<file path="src/rtl/sign_draw_ctrl.sv">
// sign_draw_ctrl: walks the 1-bit sign bitmap ROM row-major and turns each
// bitmap bit into a coloured pixel write for the LCD printer, one pixel per
// valid/ready handshake.
//
// Optional build macro SIGN_TRANSPARENT_EN: when defined, bitmap-0 positions
// are skipped instead of being painted with the background colour.
module sign_draw_ctrl #(
  parameter int ADDR_WIDTH  = 7,
  parameter int SIGN_W      = 16,
  parameter int SIGN_H      = 8,
  parameter int X_WIDTH     = 9,
  parameter int Y_WIDTH     = 8,
  parameter int COLOR_WIDTH = 16
) (
  input  logic                   clk,
  input  logic                   rst_n,
  input  logic                   start,
  input  logic [X_WIDTH-1:0]     x0,
  input  logic [Y_WIDTH-1:0]     y0,
  input  logic [COLOR_WIDTH-1:0] fg_color,
  input  logic [COLOR_WIDTH-1:0] bg_color,
  output logic                   busy,
  output logic                   done,
  output logic [ADDR_WIDTH-1:0]  rom_addr,
  input  logic                   rom_data,
  output logic                   pix_valid,
  input  logic                   pix_ready,
  output logic [X_WIDTH-1:0]     pix_x,
  output logic [Y_WIDTH-1:0]     pix_y,
  output logic [COLOR_WIDTH-1:0] pix_color
);

  localparam int COL_W = $clog2(SIGN_W);
  localparam int ROW_W = $clog2(SIGN_H);
  localparam int CNT_W = COL_W + ROW_W;

  typedef enum logic [1:0] {
    IDLE,
    FETCH,
    EMIT,
    DONE
  } state_t;

  state_t state;

  logic [COL_W-1:0]       col;
  logic [ROW_W-1:0]       row;
  logic [X_WIDTH-1:0]     x0_l;
  logic [Y_WIDTH-1:0]     y0_l;
  logic [COLOR_WIDTH-1:0] fg_l;
  logic                   last_pos;

`ifdef SIGN_TRANSPARENT_EN
  // Background colour is never painted in transparent mode.
  logic unused_bg;
  assign unused_bg = ^bg_color;
`else
  logic [COLOR_WIDTH-1:0] bg_l;
`endif

  // The ROM address is the scan position itself, {row, col} = row*SIGN_W+col,
  // so the bitmap bit for the current position is available in FETCH.
  assign rom_addr = {row, col};

  // Final bitmap position: the pixel that ends the sign.
  assign last_pos = (col == COL_W'(SIGN_W - 1)) && (row == ROW_W'(SIGN_H - 1));

  // Sequencer: latch the draw request, then alternate FETCH/EMIT per pixel
  // until the last position has been handed to the LCD.
  always_ff @(posedge clk) begin
    if (!rst_n) begin
      state     <= IDLE;
      busy      <= 1'b0;
      done      <= 1'b0;
      pix_valid <= 1'b0;
      pix_x     <= '0;
      pix_y     <= '0;
      pix_color <= '0;
      col       <= '0;
      row       <= '0;
      x0_l      <= '0;
      y0_l      <= '0;
      fg_l      <= '0;
`ifndef SIGN_TRANSPARENT_EN
      bg_l      <= '0;
`endif
    end else begin
      case (state)
        IDLE: begin
          done <= 1'b0;
          if (start) begin
            x0_l  <= x0;
            y0_l  <= y0;
            fg_l  <= fg_color;
`ifndef SIGN_TRANSPARENT_EN
            bg_l  <= bg_color;
`endif
            col   <= '0;
            row   <= '0;
            busy  <= 1'b1;
            state <= FETCH;
          end
        end

        FETCH: begin
`ifdef SIGN_TRANSPARENT_EN
          if (rom_data) begin
            pix_x     <= x0_l + X_WIDTH'(col);
            pix_y     <= y0_l + Y_WIDTH'(row);
            pix_color <= fg_l;
            pix_valid <= 1'b1;
            state     <= EMIT;
          end else if (last_pos) begin
            done  <= 1'b1;
            state <= DONE;
          end else begin
            {row, col} <= {row, col} + CNT_W'(1);
          end
`else
          pix_x     <= x0_l + X_WIDTH'(col);
          pix_y     <= y0_l + Y_WIDTH'(row);
          pix_color <= rom_data ? fg_l : bg_l;
          pix_valid <= 1'b1;
          state     <= EMIT;
`endif
        end

        EMIT: begin
          if (pix_valid && pix_ready) begin
            pix_valid <= 1'b0;
            if (last_pos) begin
              done  <= 1'b1;
              state <= DONE;
            end else begin
              {row, col} <= {row, col} + CNT_W'(1);
              state      <= FETCH;
            end
          end
        end

        DONE: begin
          done  <= 1'b0;
          busy  <= 1'b0;
          state <= IDLE;
        end

        default: begin
          state     <= IDLE;
          busy      <= 1'b0;
          done      <= 1'b0;
          pix_valid <= 1'b0;
        end
      endcase
    end
  end

endmodule

</file>
<file path="config.mk">
export PLATFORM = sky130hd
export DESIGN_NAME = sign_draw_ctrl
export DESIGN_NICKNAME = d
export VERILOG_FILES = /design/src/rtl/sign_draw_ctrl.sv
export SDC_FILE = /design/constraint.sdc
export NUM_CORES = 1
export LEC_CHECK = 0
export BUFFER_PORTS_ARGS = -buffer_cell sky130_fd_sc_hd__buf_2
export CELL_PAD_IN_SITES_DETAIL_PLACEMENT = 0
export CELL_PAD_IN_SITES_GLOBAL_PLACEMENT = 1
export CORE_MARGIN = 2
export CORE_UTILIZATION = 35
export CTS_CLUSTER_SIZE = 20
export DETAILED_ROUTE_END_ITERATION = 10
export HOLD_SLACK_MARGIN = 0.06
export PLACE_DENSITY_LB_ADDON = 0.1
export RECOVER_POWER = 100
export SLEW_MARGIN = 10
export SYNTH_ARGS = -nofsm -noshare
export SYNTH_HDL_FRONTEND = slang
export SYNTH_SLANG_ARGS = --single-unit
</file>
<file path="constraint.sdc">
create_clock -name clk -period 1.7 [get_ports clk]
set_input_delay 0.255 -clock clk [delete_from_list [all_inputs] [get_ports clk]]
set_output_delay 0.255 -clock clk [all_outputs]
set_load 0.005 [all_outputs]
</file>
Yosys cells after proc, flatten, opt, wreduce, memory -nomap -nowiden --
Index checks and enable logic that the tools add are counted.
Word-level totals: output and inout bits 43, bits of input ports 54, bits in registers 94, logic and storage cells 59
Operators by class: reductions and logical operators 14, equal/unequal tests 9, multiplexer cells 20, add/subtract/negate cells 3
Operators with widths (count):
- $mux W16 | 1
- $mux W4 | 3
- $add A9 B4 Y9 | 1
- $mux W3 | 3
- $add A8 B3 Y8 | 1
- $ne A2 B2 Y1 const B | 4
- $pmux W2 S4 | 1
- $pmux W4 S2 | 1
- $reduce_and A2 Y1 | 4
- $reduce_bool A2 Y1 | 4
- $add A7 B1 Y7 const B | 1
- $mux W2 | 3
- $pmux W1 S2 | 3
- $pmux W3 S2 | 1
- $eq A2 B2 Y1 const B | 2
- $eq A4 B4 Y1 const B | 1
- $mux W1 | 4
- $reduce_and A4 Y1 | 1
- $eq A3 B3 Y1 const B | 1
- $reduce_and A3 Y1 | 1
- $eq A2 B1 Y1 const B | 1
- $logic_and A1 B1 Y1 | 2
- $logic_not A2 Y1 | 1
- $reduce_or A2 Y1 | 1

Depth between registers and ports, before layout --
Gate-level depths: netlist of the first run.
word-level depth 5, mapped depth 7, depth with buffers taken out 6

Worst setup path before layout of the first run --
Ideal clock, no wire load.
path type flip-flop to flip-flop, start point register col[0], end point register pix_x[4], data required time 1578 ps, cell stages (with the launch flop) 7, path slack -163 ps, buffers on the path 0, arrival 1741 ps, library setup time 122 ps, clock period less this slack 1863 ps, cell sequence dfxtp_1 ha_1 fa_1 a21o_1 a21oi_1 nor4_1 a311o_1
On the way: cells in the longest elaborated chain, start to end 1
Ends and longest elaborated chain:
- start, declared | line 46 | logic [COL_W-1:0] col;
- start signal, assigned | line 135 | {row, col} <= {row, col} + CNT_W'(1);
- $add A9 B4 Y9 | line 120 | pix_x <= x0_l + X_WIDTH'(col);
- end signal, assigned | line 120
- end, declared | line 28 | output logic [X_WIDTH-1:0] pix_x,
Every way passes these cells. A chain may end at the register's enable or synchronous reset.

Final worst setup path of the first run --
Same ends and word-level chain as after synthesis.

==> results.md, run 1 <==
- Status: complete, no violations
- Most frequent cell after synthesis: nand2_1
- Post-Syn Area: 4000 sq um
- Number of synthesized flops with an enable pin: 0
- Synthesis-to-finish area growth: 30.7%
- GRT overflow: 0
- Clk_lat worst skew: 340 ps
- Worst slew pin tran: 542 ps
- Nets: 647
- Post-DP Area: 4850 sq um
- First-pass GRT wire length: 16800 um
- Cell Rows: 39
- Final antenna-violating net count: 0
- Pin count of the biggest net entering global routing: 59
- Drt via density: 4.97
- Syn_nets: 539
- H-tree levels: 3
- Clock slew at reported path FFs: 70 ps
- Reg power frac: 43.1%
- Hold Path Stages: 3
- Number of synthesized register bits: 94
- Seq/Total Area, Yosys: 47.0%
- Final hold violation count: 0
- Fillcell total: 1127
- Final setup vio count: 0
- Pint: 4.35 mW
- Port bufs: 96
- Fin area: 5230 sq um
- Pwr Density: 1220 nW/um^2
- Placed cells: 708
- Worst VDD drop: 599 uV
- Die area: 12300 sq um
- Clock power frac: 29.5%
- Vias: 3604
- Crit Path Max Fanout: 4
- Antenna violations before repair: 0
- Clk sink count: 94
- Post-synth cell types: 50
- Mapped Cells: 470
- CP peak stage delay: 350 ps
- First DRT Iteration DRCs: 132
- N_diodes: 0
- Root buffer cell: clkbuf_16
- WL/cell: 14.4 um
- Number of iterations in the first detailed-routing pass: 4
- Ports: 97
- Max-slew violation count: 0
- Final cell count without fillers: 725
- YS warnings: 0
- GRT Overall Usage: 17.0%
- Top cells by area, synth: dfxtp_1, nand2_1, a21oi_1
- Crit. End Element: flip-flop
- Relative slew slack: 63.9%
- Layout cells sized above 1: 26.6%
- TritonCTS clock tree: yes
- Gpl congestion: 0.770
- Synth top cells by count: nand2_1, dfxtp_1, a21oi_1
- CTS buffer count: 9
- Combinational power share: 27.4%
- CP Launch Type: flip-flop
- Final period utilization: 98.1%
- Hold Crit Class: in -> reg
- Sw frac: 31.8%
- CTS Buffer Depth: 2
- DP HPWL: 7200 um
- WP data required: 1930 ps
- Core Area: 11300 sq um
- DRC errors left: 0
- Switching pwr: 2.03 mW
- Min cycle time layout: 1670 ps
- Worst r2r path cells: 6
- Crit path cell chain: ha_4 > fa_2 > a21o_1 > a21oi_2 > nor4_1 > a311o_1
- Leak Pwr: 2.17 nW
- Synth area leader: dfxtp_1
- DIE WIDTH: 111 um
- Max_cap viols: 0
- Final core utilization: 46.4%
- Post-synth ARST share: 0%
- DIE HEIGHT: 111 um
- Most used DFF post-synth: dfxtp_1
- Crit Path Class: reg -> reg
- Starting Density: 35.5%
- Syn Area/Cell: 8.52 sq um
- CP Data Arrival Time: 1890 ps
- Area share of the largest cell type after synthesis: 47.0%
- Crit-path slowest cell: fa_2
- RSZ-0062 raised after global routing: true
- Total wire length: 10500 um
- Max Fclk: 600 MHz
- Vias in the first global route: 3373
- Layout Skew: 4.99 ps
## cell families after synthesis
kind of cell | share of synthesized area (%)
xor+xnor | 1.09
flops | 47.0
fa+ha+maj | 5.06
simple gates | 18.1
compound gates | 19.4
buf+inv | 4.31
mux | 5.00
## path summary, 6_finish.rpt
path / from / end / slack (ps)
setup / recovery: col[0] / pix_x[4] / 30
hold / removal: fg_color[14] / fg_l[14] / 150
setup reg to reg: col[0] / pix_x[4] / 30
hold reg to reg: fg_l[9] / fg_l[9] / 450
## routing by layer
layer	vias up	wire, um	GRT usage [%]
li1	1849	-	-
met1	1657	5170	23.7
met2	86	4540	25.4
met3	12	595	4.05
met4	0	168	7.00
met5	-	0	0
## flip-flops by register name, indices dropped and copies added, names as in the netlist, 2 cells and up
register / flops
state: 2
row: 3
pix_y: 8
bg_l: 16
pix_color: 16
pix_x: 9
x0_l: 9
y0_l: 8
col: 4
fg_l: 16
## metrics by stage
stage	hold slack, ps	power (mW)	setup TNS [ps]	setup WS, ps
after floorplan	391	3.77	0	13.3
after CTS	133	6.44	-64.9	-33.1
final	148	6.38	0	32.9
after detailed placement	447	4.53	-107	-38.0
after global routing	140	6.81	-325	-70.4
after global placement	441	4.50	-12.3	-12.3
## cells in the final DEF (no fill, tap or decap), types with 18 or more instances in the layout
| cell | Yosys | final |
|---|---|---|
| a211oi_1 | 22 | 21 |
| buf_2 | 3 | 80 |
| clkbuf_1 | 25 | 18 |
| a21oi_1 | 58 | 57 |
| nor2_1 | 30 | 29 |
| mux2i_1 | 20 | 20 |
| buf_4 | 1 | 24 |
| nand2_1 | 115 | 114 |
| dfxtp_1 | 94 | 89 |
## area by class of cell
type	instances	area [sq um]	share of cell area [%]
clock buffers	10	239	4.57
clock inverters	5	35.0	0.670
inverters	9	33.8	0.646
multi-input cells	336	2090	39.9
flip-flops and latches	94	1890	36.1
well taps	143	179	3.42
repair buffers	128	768	14.7
## timing repair
| action | CTS | global route |
|---|---|---|
| hold buffers | 0 | 0 |
| buffers inserted | 0 | 2 |
| resized for setup | 1 | 27 |
| pin swaps | 4 | 11 |
| setup endpoints to repair | 6 | 16 |
## power by group through the flow
stage / Clock, mW / Combinational [mW] / Sequential [mW]
6_report: 1.88 / 1.75 / 2.75
5_1_grt: 2.05 / 1.96 / 2.80
4_1_cts: 1.96 / 1.74 / 2.75
3_5_place_dp: 0 / 1.74 / 2.79
3_3_place_gp: 0 / 1.72 / 2.79
2_1_floorplan: 0 / 0.985 / 2.78
## worst max-delay path: cells and delay by family, from the launching register on
family	cells	cell delay [ps]
AND/OR/NAND/NOR	1	60
adder cells (fa/ha/maj)	2	510
flip-flops	1	340
AO/OA/AOI/OAI	3	630
(Power assumes the default switching activity.)
==> run 2, diff against run 1 <==
--- a/config.mk
+++ b/config.mk
@@ -8,6 +8,7 @@
 export BUFFER_PORTS_ARGS = -buffer_cell sky130_fd_sc_hd__buf_2
 export CELL_PAD_IN_SITES_DETAIL_PLACEMENT = 0
 export CELL_PAD_IN_SITES_GLOBAL_PLACEMENT = 1
+export CORE_ASPECT_RATIO = 0.7
 export CORE_MARGIN = 2
 export CORE_UTILIZATION = 35
 export CTS_CLUSTER_SIZE = 20
==> run 2 against run 1 <==
Compared with the run above: fmax decreased by 0.58%; critical path type unchanged; clock power is 7% higher; die area rose by 0.11%; sequential share of layout area is 0.50 points lower; worst setup slack worse by 9.8 ps; wire length grew 3.9%; register-to-register slack hardly changed; combinational power up 3%; via count shrank 0.67%; worst hold slack improved by 7.0 ps; largest power group unchanged; core utilization rose by 1.4 points.
==> results.md, run 2 (synthesis gave the netlist of run 1 again) <==
- Status: complete, no violations
- CP peak stage delay: 360 ps (about the same)
- Final setup vio count: 0 (unchanged)
- Pin count of the biggest net entering global routing: 51 (-14%)
- Max-slew violation count: 0 (unchanged)
- Nets: 648 (+0.15%)
- Core Area: 11100 sq um (-1.6%)
- First DRT Iteration DRCs: 206 (+56%)
- Layout cells sized above 1: 26.9% (+0.25 points)
- Port bufs: 96 (unchanged)
- DRC errors left: 0 (unchanged)
- Starting Density: 36.1% (+0.58 points)
- Crit-path slowest cell: fa_2
- Worst reg2reg setup slack: 20 ps (about the same)
- Max Fclk: 596 MHz (-0.58%)
- Final hold violation count: 0 (unchanged)
- Cell Rows: 32 (-18%)
- Vias in the first global route: 3393 (+0.59%)
- Crit. End Element: flip-flop
- Gpl congestion: 0.849 (+10%)
- Hold Crit Class: in -> reg
- CTS Buffer Depth: 2 (unchanged)
- Ports: 97 (unchanged)
- Relative slew slack: 63.6% (-0.23 points)
- Crit Path Max Fanout: 4 (unchanged)
- Hold wc startpoint: bg_color[1]
- Leak Pwr: 2.14 nW (-1.5%)
- Final core utilization: 47.8% (+1.4 points)
- CTS Hold Buffers Added: 0 (unchanged)
- Hold Path Stages: 3 (unchanged)
- Max_cap viols: 0 (unchanged)
- DP HPWL: 7200 um (about the same)
- Vias: 3580 (-0.67%)
- Worst slew pin tran: 545 ps (+2.63 ps)
- GRT Overall Usage: 17.8% (+0.73 points)
- Clk sink count: 94 (unchanged)
- Synthesis-to-finish area growth: 32.3%
- RSZ-0062 raised after global routing: true
- DIE HEIGHT: 93.5 um (-16%)
- Crit path cell chain: ha_4 > fa_2 > a21o_1 > a21oi_4 > nor4_2 > a311o_1
- DIE WIDTH: 132 um (+19%)
- Layout Skew: 9.68 ps (+4.69 ps)
- Clock slew at reported path FFs: 70 ps (about the same)
- R2R Path Start: x0_l[0]
- Drt via density: 4.85 (-2.4%)
- H-tree levels: 3 (unchanged)
- R2r endpoint: pix_x[4]
- WP data required: 1920 ps (about the same)
- Worst VDD drop: 453 uV (-24%)
- Total wire length: 10900 um (+3.9%)
- Pwr Density: 1240 nW/um^2 (+2.0%)
- Total Power: 6.59 mW (+3.3%)
- Antenna violations before repair: 1 (+1)
- GRT overflow: 0 (unchanged)
- Hold worst-path end: bg_l[1]
- Final antenna-violating net count: 0 (unchanged)
- WL/cell: 14.7 um (+2.0%)
- Root buffer cell: clkbuf_16
- Number of iterations in the first detailed-routing pass: 4 (unchanged)
- Largest regs: bg_l (16), fg_l (16), pix_color (16)
- Worst r2r path cells: 6 (unchanged)
- Final period utilization: 98.6% (+0.58 points)
- Clk_lat worst skew: 330 ps (about the same)
- CTS buffer count: 9 (unchanged)
- Most frequent cells in the layout: nand2_1, dfxtp_1, buf_2
- First-pass GRT wire length: 17400 um (+3.4%)
- CP Data Arrival Time: 1900 ps (about the same)
- Min cycle time layout: 1680 ps (+9.81 ps)
- Die area: 12300 sq um (+0.11%)
- TritonCTS clock tree: yes
- Commonest non-fill, non-tap cell in the layout: nand2_1
- CP Launch Type: flip-flop
- Crit Path Class: reg -> reg
run 2: metrics by stage:
stage,setup slack (ps),hold slack (ps),area [sq um],cells,TNS [ps]
floorplan,13.3,391,4020,470,0
global placement,-131,443,4840,718,-167
detailed placement,-89.4,447,4840,718,-195
CTS,5.60,140,5150,735,0
global route,-43.2,144,5300,737,-154
finish,23.1,155,5300,738,0
run 2: worst max-delay path, delay by kind of cell, from the launching register on:
family                     cells  cell delay [ps]
adders and majority gates      2              520
DFF                            1              330
AOI/OAI and AO/OA              3              660
and+or+nand+nor                1               50
run 2: worst max-delay path by stage:
| stage | cells past startpoint | to | slack, ps | startpoint |
|---|---|---|---|---|
| final | 6 | pix_x[4] | 20 | x0_l[0] |
| after global routing | 6 | pix_x[4] | -40 | col[0] |
| after CTS | 7 | row[0] | 6 | col[0] |
| after detailed placement | 6 | done | -90 | col[1] |
| after global placement | 6 | done | -130 | col[1] |
| after floorplan | 6 | pix_x[4] | 10 | col[0] |
run 2: layout make-up:
type / count / area (sq um)
Fill cell: 1159 / 5790
Clock inverter: 6 / 68.8
Sequential cell: 94 / 1890
Inverter: 9 / 33.8
Timing Repair Buffer: 129 / 744
Tap cell: 153 / 191
Clock buffer: 10 / 229
Multi-Input combinational cell: 336 / 2140
Antenna cell: 1 / 2.50
run 2: power breakdown:
| part | leakage [nW] | switching (mW) | internal (mW) |
|---|---|---|---|
| logic | 1.22 | 1.03 | 0.784 |
| clock network | 0.143 | 0.866 | 1.15 |
| registers | 0.773 | 0.208 | 2.55 |
run 2: timing repair:
item / CTS / global route
setup buffers: 1 / 2
setup endpoints to repair: 5 / 16
gates resized for setup: 5 / 35
pin swaps: 6 / 6
run 2: per-layer routing:
metal,up-vias,share of wire [%],track usage [%],wire (um)
met2,83,43,26.4,4640
met4,0,0.22,3.80,24
met3,2,4.5,4.72,489
met5,-,0,0,0
li1,1860,-,-,-
met1,1635,53,25.7,5720
